File: config.mk
export PLATFORM = sky130hd
export DESIGN_NAME = acc_cpu_ctrl
export DESIGN_NICKNAME = d
export VERILOG_FILES = /design/src/rtl/acc_cpu_ctrl.sv
export SDC_FILE = /design/constraint.sdc
export NUM_CORES = 1
export LEC_CHECK = 0
export ABC_AREA = 0
export BUFFER_PORTS_ARGS = -buffer_cell sky130_fd_sc_hd__buf_2
export CORE_UTILIZATION = 50
export CTS_CLUSTER_SIZE = 8
export DETAILED_ROUTE_END_ITERATION = 10
export PLACE_DENSITY = 0.87
export SYNTH_ARGS = -nofsm -noshare
export SYNTH_HDL_FRONTEND = slang
export SYNTH_SLANG_ARGS = --single-unit
File: constraint.sdc
create_clock -name clk -period 1.9 [get_ports clk]
set_clock_uncertainty 0.1 [all_clocks]
set_input_delay 0.38 -clock clk [delete_from_list [all_inputs] [get_ports clk]]
set_output_delay 0.38 -clock clk [all_outputs]
set_load 0.03 [all_outputs]
File: src/rtl/acc_cpu_ctrl.sv
// Fetch/decode/execute sequencer for the 16-bit accumulator machine; strobes are decoded from state.
// Latency: fetch 1 + decode 1 cycle, memory ops +1 cycle; each memory wait cycle adds 1 cycle.
// Backpressure: mem_req and its address/direction hold until mem_ack; reset drops them at once.
module acc_cpu_ctrl #(
  parameter int ALUFS_W = 4,
  parameter int CNT_W   = 16
) (
  input  logic               clk,
  input  logic               rst_n,
  input  logic [3:0]         opcode,
  input  logic               acc15,
  input  logic               accz,
  input  logic               mem_ack,
  output logic               mem_req,
  output logic               mem_we,
  output logic               addr_sel,
  output logic               irce,
  output logic               pcce,
  output logic               pc_sel,
  output logic               accce,
  output logic [ALUFS_W-1:0] alufs,
  output logic               halted,
  output logic [CNT_W-1:0]   instr_cnt
);

  typedef enum logic [2:0] {
    S_FETCH  = 3'd0,
    S_DECODE = 3'd1,
    S_MEMRD  = 3'd2,
    S_MEMWR  = 3'd3,
    S_HALT   = 3'd4
  } state_t;

  localparam logic [3:0] OP_LDA = 4'h0;
  localparam logic [3:0] OP_STA = 4'h1;
  localparam logic [3:0] OP_ADD = 4'h2;
  localparam logic [3:0] OP_SUB = 4'h3;
  localparam logic [3:0] OP_JMP = 4'h4;
  localparam logic [3:0] OP_JGE = 4'h5;
  localparam logic [3:0] OP_JNE = 4'h6;
  localparam logic [3:0] OP_STP = 4'h7;
  localparam logic [3:0] OP_AND = 4'h8;
  localparam logic [3:0] OP_OR  = 4'h9;
  localparam logic [3:0] OP_NOT = 4'hA;

  localparam logic [ALUFS_W-1:0] FS_PASSB = ALUFS_W'(4'h0);
  localparam logic [ALUFS_W-1:0] FS_ADD   = ALUFS_W'(4'h1);
  localparam logic [ALUFS_W-1:0] FS_SUB   = ALUFS_W'(4'h2);
  localparam logic [ALUFS_W-1:0] FS_AND   = ALUFS_W'(4'h3);
  localparam logic [ALUFS_W-1:0] FS_OR    = ALUFS_W'(4'h4);
  localparam logic [ALUFS_W-1:0] FS_NOTA  = ALUFS_W'(4'h5);
  localparam logic [ALUFS_W-1:0] FS_PASSA = ALUFS_W'(4'hF);

  state_t           state_q, state_d;
  logic [CNT_W-1:0] cnt_q, cnt_d;
  logic             retire;
  logic [ALUFS_W-1:0] rd_fs;

  // ALU function for memory-operand instructions, held for the whole MEMRD state
  always_comb begin
    rd_fs = FS_PASSA;
    case (opcode)
      OP_LDA:  rd_fs = FS_PASSB;
      OP_ADD:  rd_fs = FS_ADD;
      OP_SUB:  rd_fs = FS_SUB;
      OP_AND:  rd_fs = FS_AND;
      OP_OR:   rd_fs = FS_OR;
      default: rd_fs = FS_PASSA;
    endcase
  end

  always_comb begin
    state_d  = state_q;
    retire   = 1'b0;
    mem_req  = 1'b0;
    mem_we   = 1'b0;
    addr_sel = 1'b0;
    irce     = 1'b0;
    pcce     = 1'b0;
    pc_sel   = 1'b0;
    accce    = 1'b0;
    alufs    = FS_PASSA;
    halted   = 1'b0;

    case (state_q)
      S_FETCH: begin
        mem_req = 1'b1;
        if (mem_ack) begin
          irce    = 1'b1;
          pcce    = 1'b1;
          state_d = S_DECODE;
        end
      end
      S_DECODE: begin
        state_d = S_FETCH;
        retire  = 1'b1;
        case (opcode)
          OP_LDA, OP_ADD, OP_SUB, OP_AND, OP_OR: begin
            state_d = S_MEMRD;
            retire  = 1'b0;
          end
          OP_STA: begin
            state_d = S_MEMWR;
            retire  = 1'b0;
          end
          OP_JMP: begin
            pcce   = 1'b1;
            pc_sel = 1'b1;
          end
          OP_JGE: begin
            pcce   = ~acc15;
            pc_sel = ~acc15;
          end
          OP_JNE: begin
            pcce   = ~accz;
            pc_sel = ~accz;
          end
          OP_NOT: begin
            accce = 1'b1;
            alufs = FS_NOTA;
          end
          OP_STP:  state_d = S_HALT;
          default: ;
        endcase
      end
      S_MEMRD: begin
        mem_req  = 1'b1;
        addr_sel = 1'b1;
        alufs    = rd_fs;
        if (mem_ack) begin
          accce   = 1'b1;
          retire  = 1'b1;
          state_d = S_FETCH;
        end
      end
      S_MEMWR: begin
        mem_req  = 1'b1;
        mem_we   = 1'b1;
        addr_sel = 1'b1;
        if (mem_ack) begin
          retire  = 1'b1;
          state_d = S_FETCH;
        end
      end
      S_HALT:  halted = 1'b1;
      default: state_d = S_FETCH;
    endcase

    cnt_d = retire ? cnt_q + CNT_W'(1) : cnt_q;

    // Reset silences every output in the same cycle so a pending write is never issued
    if (!rst_n) begin
      mem_req  = 1'b0;
      mem_we   = 1'b0;
      addr_sel = 1'b0;
      irce     = 1'b0;
      pcce     = 1'b0;
      pc_sel   = 1'b0;
      accce    = 1'b0;
      alufs    = FS_PASSA;
      halted   = 1'b0;
    end
  end

  always_ff @(posedge clk) begin
    if (!rst_n) begin
      state_q <= S_FETCH;
      cnt_q   <= '0;
    end else begin
      state_q <= state_d;
      cnt_q   <= cnt_d;
    end
  end

  assign instr_cnt = cnt_q;

endmodule

==> flow_summary.json, run 1 <==
{
  "ys.flop_type": "dfxtp_1",
  "synth_edf_count": 0,
  "insertion_delay_ps": 310,
  "crit_slowest_cell": "or4_4",
  "initial_core_util_pct": 52.6,
  "avgSynthCellArea_um2": 8.08,
  "die_x_um": 50.2,
  "first_pass_iters": 4,
  "async_flop_share_pct": 0,
  "cts_made_buffers": 3,
  "nNetsFinal": 211,
  "power_mw": 0.914,
  "area_growth_pct": 67.7,
  "clock_sinks": 19,
  "core_area_mm2": 0.00221,
  "yosysWarnings": 0,
  "drc": 0,
  "drv_slew": 0,
  "r2r_start": "state_q[1]",
  "drive_gt1_share_pct": 55.0,
  "regToRegSetupSlack_ps": -310,
  "synth-seq-cells": 19,
  "wire_per_inst_um": 21.4,
  "crit_type": "reg -> reg",
  "synth_sequential_area_ratio_pct": 32.7,
  "grt_max_degree": 17,
  "tightest_slew_ps": 645,
  "grt_pass1_vias": 1288,
  "gp_congestion": 0.900,
  "fin_area_mm2": 0.00195,
  "rows": 17,
  "io_buffers": 36,
  "dieHeight_um": 50.2,
  "setup_violations": 25,
  "rsz0062_at_grt": "true",
  "reg2reg_to": "instr_cnt[10]",
  "overflow": 0,
  "clock.fmax_mhz": 453,
  "synth_top_cell_area_share_pct": 32.7,
  "antenna-diode-count": 0,
  "post-dp-hpwl_um": 2300,
  "antenna_left": 0,
  "drv_cap": 0,
  "fin_crit_sh_pct": 116,
  "yosysMostFrequentCell": "dfxtp_1",
  "critPathLaunchType": "flop",
  "crit_path_end_kind": "flop",
  "hp-class": "in -> reg",
  "grt_pass1_wl_um": 6340,
  "place_area_mm2": 0.00152,
  "syn_area_mm2": 0.00116,
  "r2r_cells": 7,
  "status": "finished with violations",
  "critPathBufInv": 3,
  "critPathRequiredTime_ps": 2050,
  "holdWs_ps": 347,
  "whs_endpoint": "state_q[0]",
  "cpPeakStageDelay_ps": 510,
  "fillers": 103,
  "final_cells": 228,
  "htree_num_levels": 1,
  "vias_per_cell": 6.83,
  "synth_top_area_cell": "dfxtp_1",
  "num_vias": 1558,
  "min_period_ps": 2210,
  "internal-power_mw": 0.613,
  "layout_setup_ws_ps": -306,
  "fp.dieArea_mm2": 0.00252,
  "p_switching_mw": 0.301,
  "relSlewSlack_pct": 55.9,
  "synth_top_cells_by_count": "19 x dfxtp_1, 18 x a21oi_1, 11 x or4_1",
  "power.leakage_nw": 0.792,
  "p_seq_share_pct": 45.5,
  "comb_power_share_pct": 30.5,
  "violations": "setup timing",
  "holdPathStages": 2,
  "switching_share_pct": 32.9,
  "wl_um": 4890,
  "peakVddDrop_v": 0.000460,
  "grt_usage_pct": 33.4,
  "dp_cells": 218,
  "first_iter_violations": 93,
  "clockBufferDepth": 2,
  "cts_tree": "yes",
  "cellPowerDensity_mw_per_mm2": 468,
  "finalHoldViolCount": 0,
  "syn_inst": 144,
  "crit_chain": "buf_4 > buf_6 > nand2b_4 > o31a_1 > clkbuf_16 > or4_4 > a21oi_2",
  "power_frac_clock_pct": 23.9,
  "yosys-top-cells-area": "dfxtp_1 33%, a21oi_1 7.7%, or4_1 7.1%",
  "hp-start": "mem_ack",
  "ioPinCount": 37,
  "crit_fanout": 6,
  "cp.arrival_ps": 2360,
  "syn_nets": 154,
  "clk_pin_slew_worst_paths_ps": 130,
  "cts_root_buffer": "clkbuf_4",
  "ys_types": 38,
  "antenna_found_initial": 0,
  "fin_util_pct": 88.2,
  "crit_family": "simple AND/OR/NAND/NOR gates"
}
[stage by stage]
stage | worst slack [ps] | TNS, ps
after global placement | -161 | -814
after global routing | -359 | -6410
after CTS | -255 | -1350
after detailed placement | -204 | -1440
after floorplan | -149 | -235
final | -306 | -5430
[state kept, by name, indices dropped and copies added (netlist names)]
| register | flops |
|---|---|
| instr_cnt | 16 |
| state_q | 3 |
[cells by family (layout without fill, tap and decap cells)]
kind of cell / Yosys count / in the layout / synth area share [%]
muxes: 3 / 3 / 2.58
buffers and inverters: 12 / 68 / 5.27
DFF: 19 / 19 / 32.7
xor gates and xnor gates: 1 / 1 / 0.753
AOI/OAI and AO/OA: 38 / 38 / 20.2
adders and majority gates: 1 / 1 / 1.08
and+or+nand+nor: 70 / 70 / 37.4
[layout make-up]
type,count,area [µm²],share of cell area (%)
clock buffer,3,22.5,1.15
clock inverter,1,5.00,0.256
inverter,3,11.3,0.577
multi-input combinational,113,981,50.3
sequential,19,392,20.1
tap,28,35.0,1.79
timing repair buffer,61,505,25.9
[placed cells by master (no fill, tap or decap), types with 4 or more instances in the layout]
cell       n
nand2_1    8
nor2b_1    6
dfxtp_1   14
nor2_1     6
buf_4     17
or4_4      8
or3_1      4
nand2b_4   4
buf_2     27
o31ai_4    4
a21oi_1    8
a21oi_2   11
buf_6     12
o31ai_1    5
nand4_1    4
[how the worst max path moves through the flow]
stage	cells after the start	end	start	slack, ps
detailed placement	6	alufs[1]	opcode[0]	-200
finish	7	instr_cnt[10]	state_q[1]	-310
CTS	5	alufs[1]	state_q[1]	-250
global route	5	alufs[1]	state_q[1]	-360
floorplan	3	pcce	state_q[2]	-150
global placement	6	alufs[1]	opcode[0]	-160
[power groups by stage]
stage / logic, mW / registers (mW) / clock network (mW)
after detailed placement: 0.169 / 0.424 / 0
after floorplan: 0.0951 / 0.428 / 0
final: 0.279 / 0.416 / 0.219
after global routing: 0.291 / 0.417 / 0.243
after global placement: 0.162 / 0.423 / 0
after CTS: 0.228 / 0.415 / 0.211
[timing repair]
item / 4_1_cts / 5_1_grt
buffers inserted: 2 / 5
gates cloned: 2 / 0
resized for setup: 47 / 37
pin swaps: 27 / 12
setup endpoints to repair: 21 / 26
hold buffers: 0 / 0
[layer usage]
metal,vias up,global-route usage (%),wire (µm)
met1,726,40.5,1820
met4,0,10.5,289
met2,129,60.0,2260
li1,663,-,-
met5,-,0,0
met3,40,4.24,513
Power figures use the tool's default switching activity.
==> run 2: changes to the inputs <==
Settings changed: ABC_AREA 0 to 1, MAX_ROUTING_LAYER set to met4, PLACE_DENSITY 0.87 to 0.86.
==> run 2 against run 1 <==
Net effect:
- the run still ends with setup timing left
- power down 9.5%
- sequential cell count unchanged
- worst hold slack worse by 35 ps
- critical path depth down 1
- first-iteration DRC count down 71%
- clock-buffer cell count unchanged
- routed wire length down 41%
- sequential power up 2%
- via count down 14%
- synthesized cell count up 35%
- non-clock buffer count down 19
- critical path type is now reg -> out
- largest cell class unchanged
==> flow_summary.json, run 2 <==
{
  "wl_um": 2890,
  "dieHeight_um": 51.4,
  "crit_start": "state_q[1]",
  "insertion_delay_ps": 290,
  "drive_gt1_share_pct": 29.5,
  "wire_per_inst_um": 10.9,
  "cts_hold_buf": 0,
  "antenna_found_initial": 0,
  "nNetsFinal": 248,
  "drc": 0,
  "drv_slew": 0,
  "crit_type": "reg -> out",
  "clock.fmax_mhz": 526,
  "syn_nets": 204,
  "relSlewSlack_pct": 77.6,
  "cp.arrival_ps": 1420,
  "antenna_left": 0,
  "fin_setup_tns_ps": -2.89,
  "num_vias": 1345,
  "synth_sequential_area_ratio_pct": 31.1,
  "die_x_um": 51.4,
  "r2r_cells": 6,
  "cts_root_buffer": "clkbuf_4",
  "grt_pass1_wl_um": 4860,
  "htree_num_levels": 1,
  "tightest_slew_ps": 334,
  "clockBufferDepth": 2,
  "async_flop_share_pct": 0,
  "grt_pass1_vias": 1198,
  "ioPinCount": 37,
  "syn_area_mm2": 0.00122,
  "cp-endpoint": "pcce",
  "critPathRequiredTime_ps": 1420,
  "ys_types": 32,
  "io_buffers": 36,
  "setup_violations": 1,
  "power_mw": 0.827,
  "violations": "setup timing",
  "syn_inst": 194,
  "area_growth_pct": 28.0,
  "drv_cap": 0,
  "synth_top_cell_area_share_pct": 31.1,
  "clk_pin_slew_worst_paths_ps": 110,
  "cellPowerDensity_mw_per_mm2": 529,
  "synth_top_area_cell": "dfxtp_1",
  "power.leakage_nw": 0.695,
  "reg2reg_to": "instr_cnt[10]",
  "yosysWarnings": 0,
  "cts_tree": "yes",
  "synth_edf_count": 0,
  "synth_top_cells_by_count": "51 x nand2_1, 32 x nor2_1, 23 x inv_1",
  "fin_crit_sh_pct": 100,
  "largest_register_ffs": 16,
  "vias_per_cell": 5.08,
  "yosysMostFrequentCell": "nand2_1",
  "yosys-top-cells-area": "dfxtp_1 31%, nand2_1 16%, nor2_1 9.8%",
  "crit_fanout": 5,
  "cts_made_buffers": 3,
  "initial_core_util_pct": 54.2,
  "rsz0062_at_grt": "true",
  "first_pass_iters": 4,
  "core_area_mm2": 0.00225,
  "finalHoldViolCount": 0,
  "r2r_start": "instr_cnt[0]",
  "post-dp-hpwl_um": 2100,
  "layout_setup_ws_ps": -2.89,
  "final_common_cell": "nand2_1",
  "overflow": 0,
  "critPathLaunchType": "flop",
  "fp.dieArea_mm2": 0.00264,
  "synth-seq-cells": 19,
  "grt_usage_pct": 24.5,
  "regToRegSetupSlack_ps": 290,
  "crit_path_end_kind": "output pin",
  "antenna-diode-count": 0,
  "ys.flop_type": "dfxtp_1",
  "status": "finished with violations",
  "layout_common_cells": "48 x nand2_1, 30 x nor2_1, 29 x buf_2",
  "hp-class": "in -> reg",
  "gp_congestion": 0.845,
  "first_iter_violations": 27,
  "avgSynthCellArea_um2": 6.29,
  "grt_max_degree": 20,
  "min_period_ps": 1900,
  "peakVddDrop_v": 0.000448,
  "clock_sinks": 19,
  "fin_util_pct": 69.3,
  "rows": 17
}
## run 2: cell count changes in the layout (fill, tap and decap cells not counted), sizes merged, moves of 4 or more
| cell | change |
|---|---|
| nand2 | +45 |
| nor2 | +28 |
| inv | +23 |
| buf | -18 |
| or4 | -11 |
| o21ai | +9 |
| nand3 | +8 |
| o31ai | -8 |
| a21oi | -6 |
| nand2b | -6 |
| nor2b | -6 |
| or3 | -4 |
## run 2: what timing repair did
| item | in CTS | in global routing |
|---|---|---|
| pin swaps | 3 | 5 |
| setup endpoints to repair | 6 | 8 |
| gates resized for setup | 15 | 16 |
| buffers inserted | 1 | 2 |
## run 2: final cells by class
cell class / instances / area (µm²)
multi-input cells: 146 / 753
fillers: 216 / 692
flip-flops and latches: 19 / 387
repair buffers: 42 / 258
inverters: 26 / 103
well taps: 28 / 35.0
clock buffers: 3 / 22.5
clock inverters: 1 / 5.00
## run 2: cells by family after synthesis
| family | count (synthesis) | synth area share [%] |
|---|---|---|
| AND/OR/NAND/NOR | 110 | 40.8 |
| AO/OA/AOI/OAI | 34 | 15.8 |
| buffers and inverters | 29 | 10.6 |
| flip-flops | 19 | 31.1 |
| XOR/XNOR | 1 | 0.717 |
| adder cells (fa/ha/maj) | 1 | 1.02 |
## run 2: worst max-delay path, cell delays in order, from the launching register on
cell and delay [ps]:
dfxtp_2 350, inv_4 80, nand2_4 50, nor2_4 150, nand4_1 170, o22ai_1 140, buf_4 180
## run 2: worst min path at each step
stage	startpoint	to	depth (start not counted)
floorplan	state_q[0]	state_q[0]	2
global placement	instr_cnt[4]	instr_cnt[4]	2
detailed placement	instr_cnt[6]	instr_cnt[6]	2
CTS	opcode[1]	state_q[2]	3
global route	opcode[1]	state_q[2]	3
finish	opcode[1]	state_q[2]	3
## run 2: power by group
group	internal, mW	switching, mW
combinational	0.0671	0.125
sequential	0.409	0.0153
clock	0.0783	0.132
total	0.555	0.272
## run 2: through the flow
| stage | instance area (µm²) | instances | setup WS (ps) | hold WS, ps |
|---|---|---|---|---|
| final | 1560 | 265 | -2.89 | 312 |
| after global routing | 1560 | 265 | -63.7 | 337 |
| after CTS | 1510 | 263 | -5.81 | 307 |
| after detailed placement | 1440 | 258 | 137 | 392 |
| after global placement | 1440 | 258 | 162 | 382 |
| after floorplan | 1230 | 194 | 177 | 371 |
## run 2: metal layers
metal	GRT usage [%]	part of all wire (%)	up-vias
met4	9.46	1.3	0
met3	2.98	3.5	4
met2	42.0	49	28
met1	29.0	46	596
met5	-	0	-
li1	-	-	717
==> run 3: changes to the inputs <==
Settings changed: PLACE_DENSITY 0.86 to 0.78.
==> run 3 against run 2 <==
Net effect:
- the flow still finishes with violations (setup timing)
- routed wire length increased by 24%
- worst hold slack improved by 31 ps
- global-route usage grew 2.4 points
- via count rose by 9.8%
- register-to-register slack worse by 230 ps
- critical endpoint is now accce
- critical path depth up 1
- die area unchanged
- non-clock buffer count grew 9
- highest routed layer unchanged
- critical path type unchanged
- combinational power rose by 13%
- sequential share of layout area fell by 1.4 points
- power grew 2.6%
- cell count up 3.4%
==> flow_summary.json, run 3 (synthesis results as in run 2) <==
{
  "status": "finished with violations",
  "violations": "setup timing",
  "htree_num_levels": 1,
  "ff_latch_area_um2": 389,
  "place_area_mm2": 0.00144,
  "fin_area_mm2": 0.00167,
  "cellPowerDensity_mw_per_mm2": 509,
  "hp-start": "opcode[1]",
  "rsz0062_at_grt": "true",
  "internal-power_mw": 0.567,
  "grt_usage_pct": 26.9,
  "wl_um": 3580,
  "crit_fanout": 4,
  "power_mw": 0.849,
  "use_met2_pct": 44.6,
  "antenna_found_initial": 0,
  "clockBufferDepth": 2,
  "gp_congestion": 0.913,
  "overflow": 0,
  "post-place-ws_ps": 97.7,
  "p_seq_share_pct": 49.8,
  "power_frac_clock_pct": 24.7,
  "hp-class": "in -> reg",
  "fin_setup_tns_ps": -61.8,
  "first_iter_violations": 68,
  "comb_power_share_pct": 25.6,
  "rows": 17,
  "grt_pass1_vias": 1249,
  "drc": 0,
  "grt_pass1_wl_um": 5220,
  "finalHoldViolCount": 0,
  "r2r_start": "state_q[2]",
  "post-dp-hpwl_um": 2340,
  "clock_sinks": 19,
  "cts_made_buffers": 3,
  "crit_path_end_kind": "output pin",
  "die_x_um": 51.4,
  "multi_input_area_um2": 754,
  "final_common_cell": "nand2_1",
  "fp.dieArea_mm2": 0.00264,
  "layout_setup_ws_ps": -35.8,
  "num_vias": 1477,
  "reg2reg_to": "state_q[2]",
  "cts_hold_buf": 0,
  "r2r_cells": 11,
  "cts_tree": "yes",
  "initial_core_util_pct": 54.2,
  "final_cells": 274,
  "wire_per_inst_um": 13.1,
  "gr-usage-met3_pct": 6.85,
  "antenna-diode-count": 0,
  "largest_register_ffs": 16,
  "core_area_mm2": 0.00225,
  "busiest_layer": "met2",
  "clk_pin_slew_worst_paths_ps": 100,
  "cts_root_buffer": "clkbuf_4",
  "dp_cells": 258,
  "io_buffers": 36,
  "area_growth_pct": 36.6,
  "crit_type": "reg -> out",
  "cp.arrival_ps": 1460,
  "dieHeight_um": 51.4,
  "setup_violations": 3,
  "grt_max_degree": 20,
  "drv_cap": 0,
  "tightest_slew_ps": 334,
  "peakVddDrop_v": 0.000444,
  "switching_share_pct": 33.2,
  "drive_gt1_share_pct": 32.5,
  "drv_slew": 0,
  "whs_endpoint": "state_q[2]",
  "ioPinCount": 37,
  "fillers": 194,
  "layout_common_cells": "46 x nand2_1, 30 x nor2_1, 29 x buf_2",
  "critPathLaunchType": "flop",
  "power.leakage_nw": 0.746,
  "first_pass_iters": 5,
  "holdPathStages": 3,
  "p_switching_mw": 0.282,
  "antenna_left": 0,
  "min_period_ps": 1940,
  "insertion_delay_ps": 300,
  "regToRegSetupSlack_ps": 60,
  "nNetsFinal": 257,
  "gr-usage-met1_pct": 32.5,
  "relSlewSlack_pct": 77.5,
  "critPathRequiredTime_ps": 1420,
  "vias_per_cell": 5.39,
  "clock.fmax_mhz": 517,
  "fin_crit_sh_pct": 102
}
-- run 3: how the worst max path moves through the flow --
| stage | startpoint | to | slack [ps] |
|---|---|---|---|
| floorplan | state_q[1] | accce | 180 |
| global placement | opcode[3] | alufs[0] | 170 |
| detailed placement | opcode[3] | alufs[0] | 100 |
| CTS | state_q[1] | pcce | -3 |
| global route | state_q[1] | accce | -120 |
| finish | state_q[1] | accce | -40 |
-- run 3: what timing repair did --
item | 4_1_cts | 5_1_grt
setup buffers | 7 | 5
endpoints found under the setup margin | 7 | 7
pin swaps | 5 | 6
gates resized for setup | 12 | 30
-- run 3: power groups by stage --
stage               Combinational (mW)  Clock (mW)  Sequential, mW
floorplan                        0.123           0           0.437
global placement                 0.167           0           0.427
detailed placement               0.173           0           0.428
CTS                              0.190       0.213           0.421
global route                     0.233       0.232           0.424
finish                           0.217       0.209           0.423
-- run 3: metal layers --
layer,vias up,routed length [µm]
met3,6,200
met5,-,0
met1,672,1480
li1,739,-
met4,0,37
met2,60,1860
-- run 3: worst max-delay path: stages, from the launching register on --
cell and delay (ps):
dfxtp_2 370, inv_4 60, nor2_4 100, inv_2 70, nor2_4 120, nand2_2 100
o21ai_1 150, buf_4 180
-- run 3: cell type report --
| type | instances | share of cell area [%] |
|---|---|---|
| multi-input combinational | 146 | 45.2 |
| sequential | 19 | 23.3 |
| timing repair buffer | 51 | 21.6 |
| inverter | 26 | 6.15 |
| tap | 28 | 2.10 |
| clock buffer | 4 | 1.58 |
-- run 3: metrics by stage --
stage / hold WS (ps) / utilization, %
after floorplan: 371 / -
after global placement: 379 / 63.7
after detailed placement: 386 / 63.7
after CTS: 325 / 68.9
after global routing: 320 / 74.0
final: 343 / 74.0
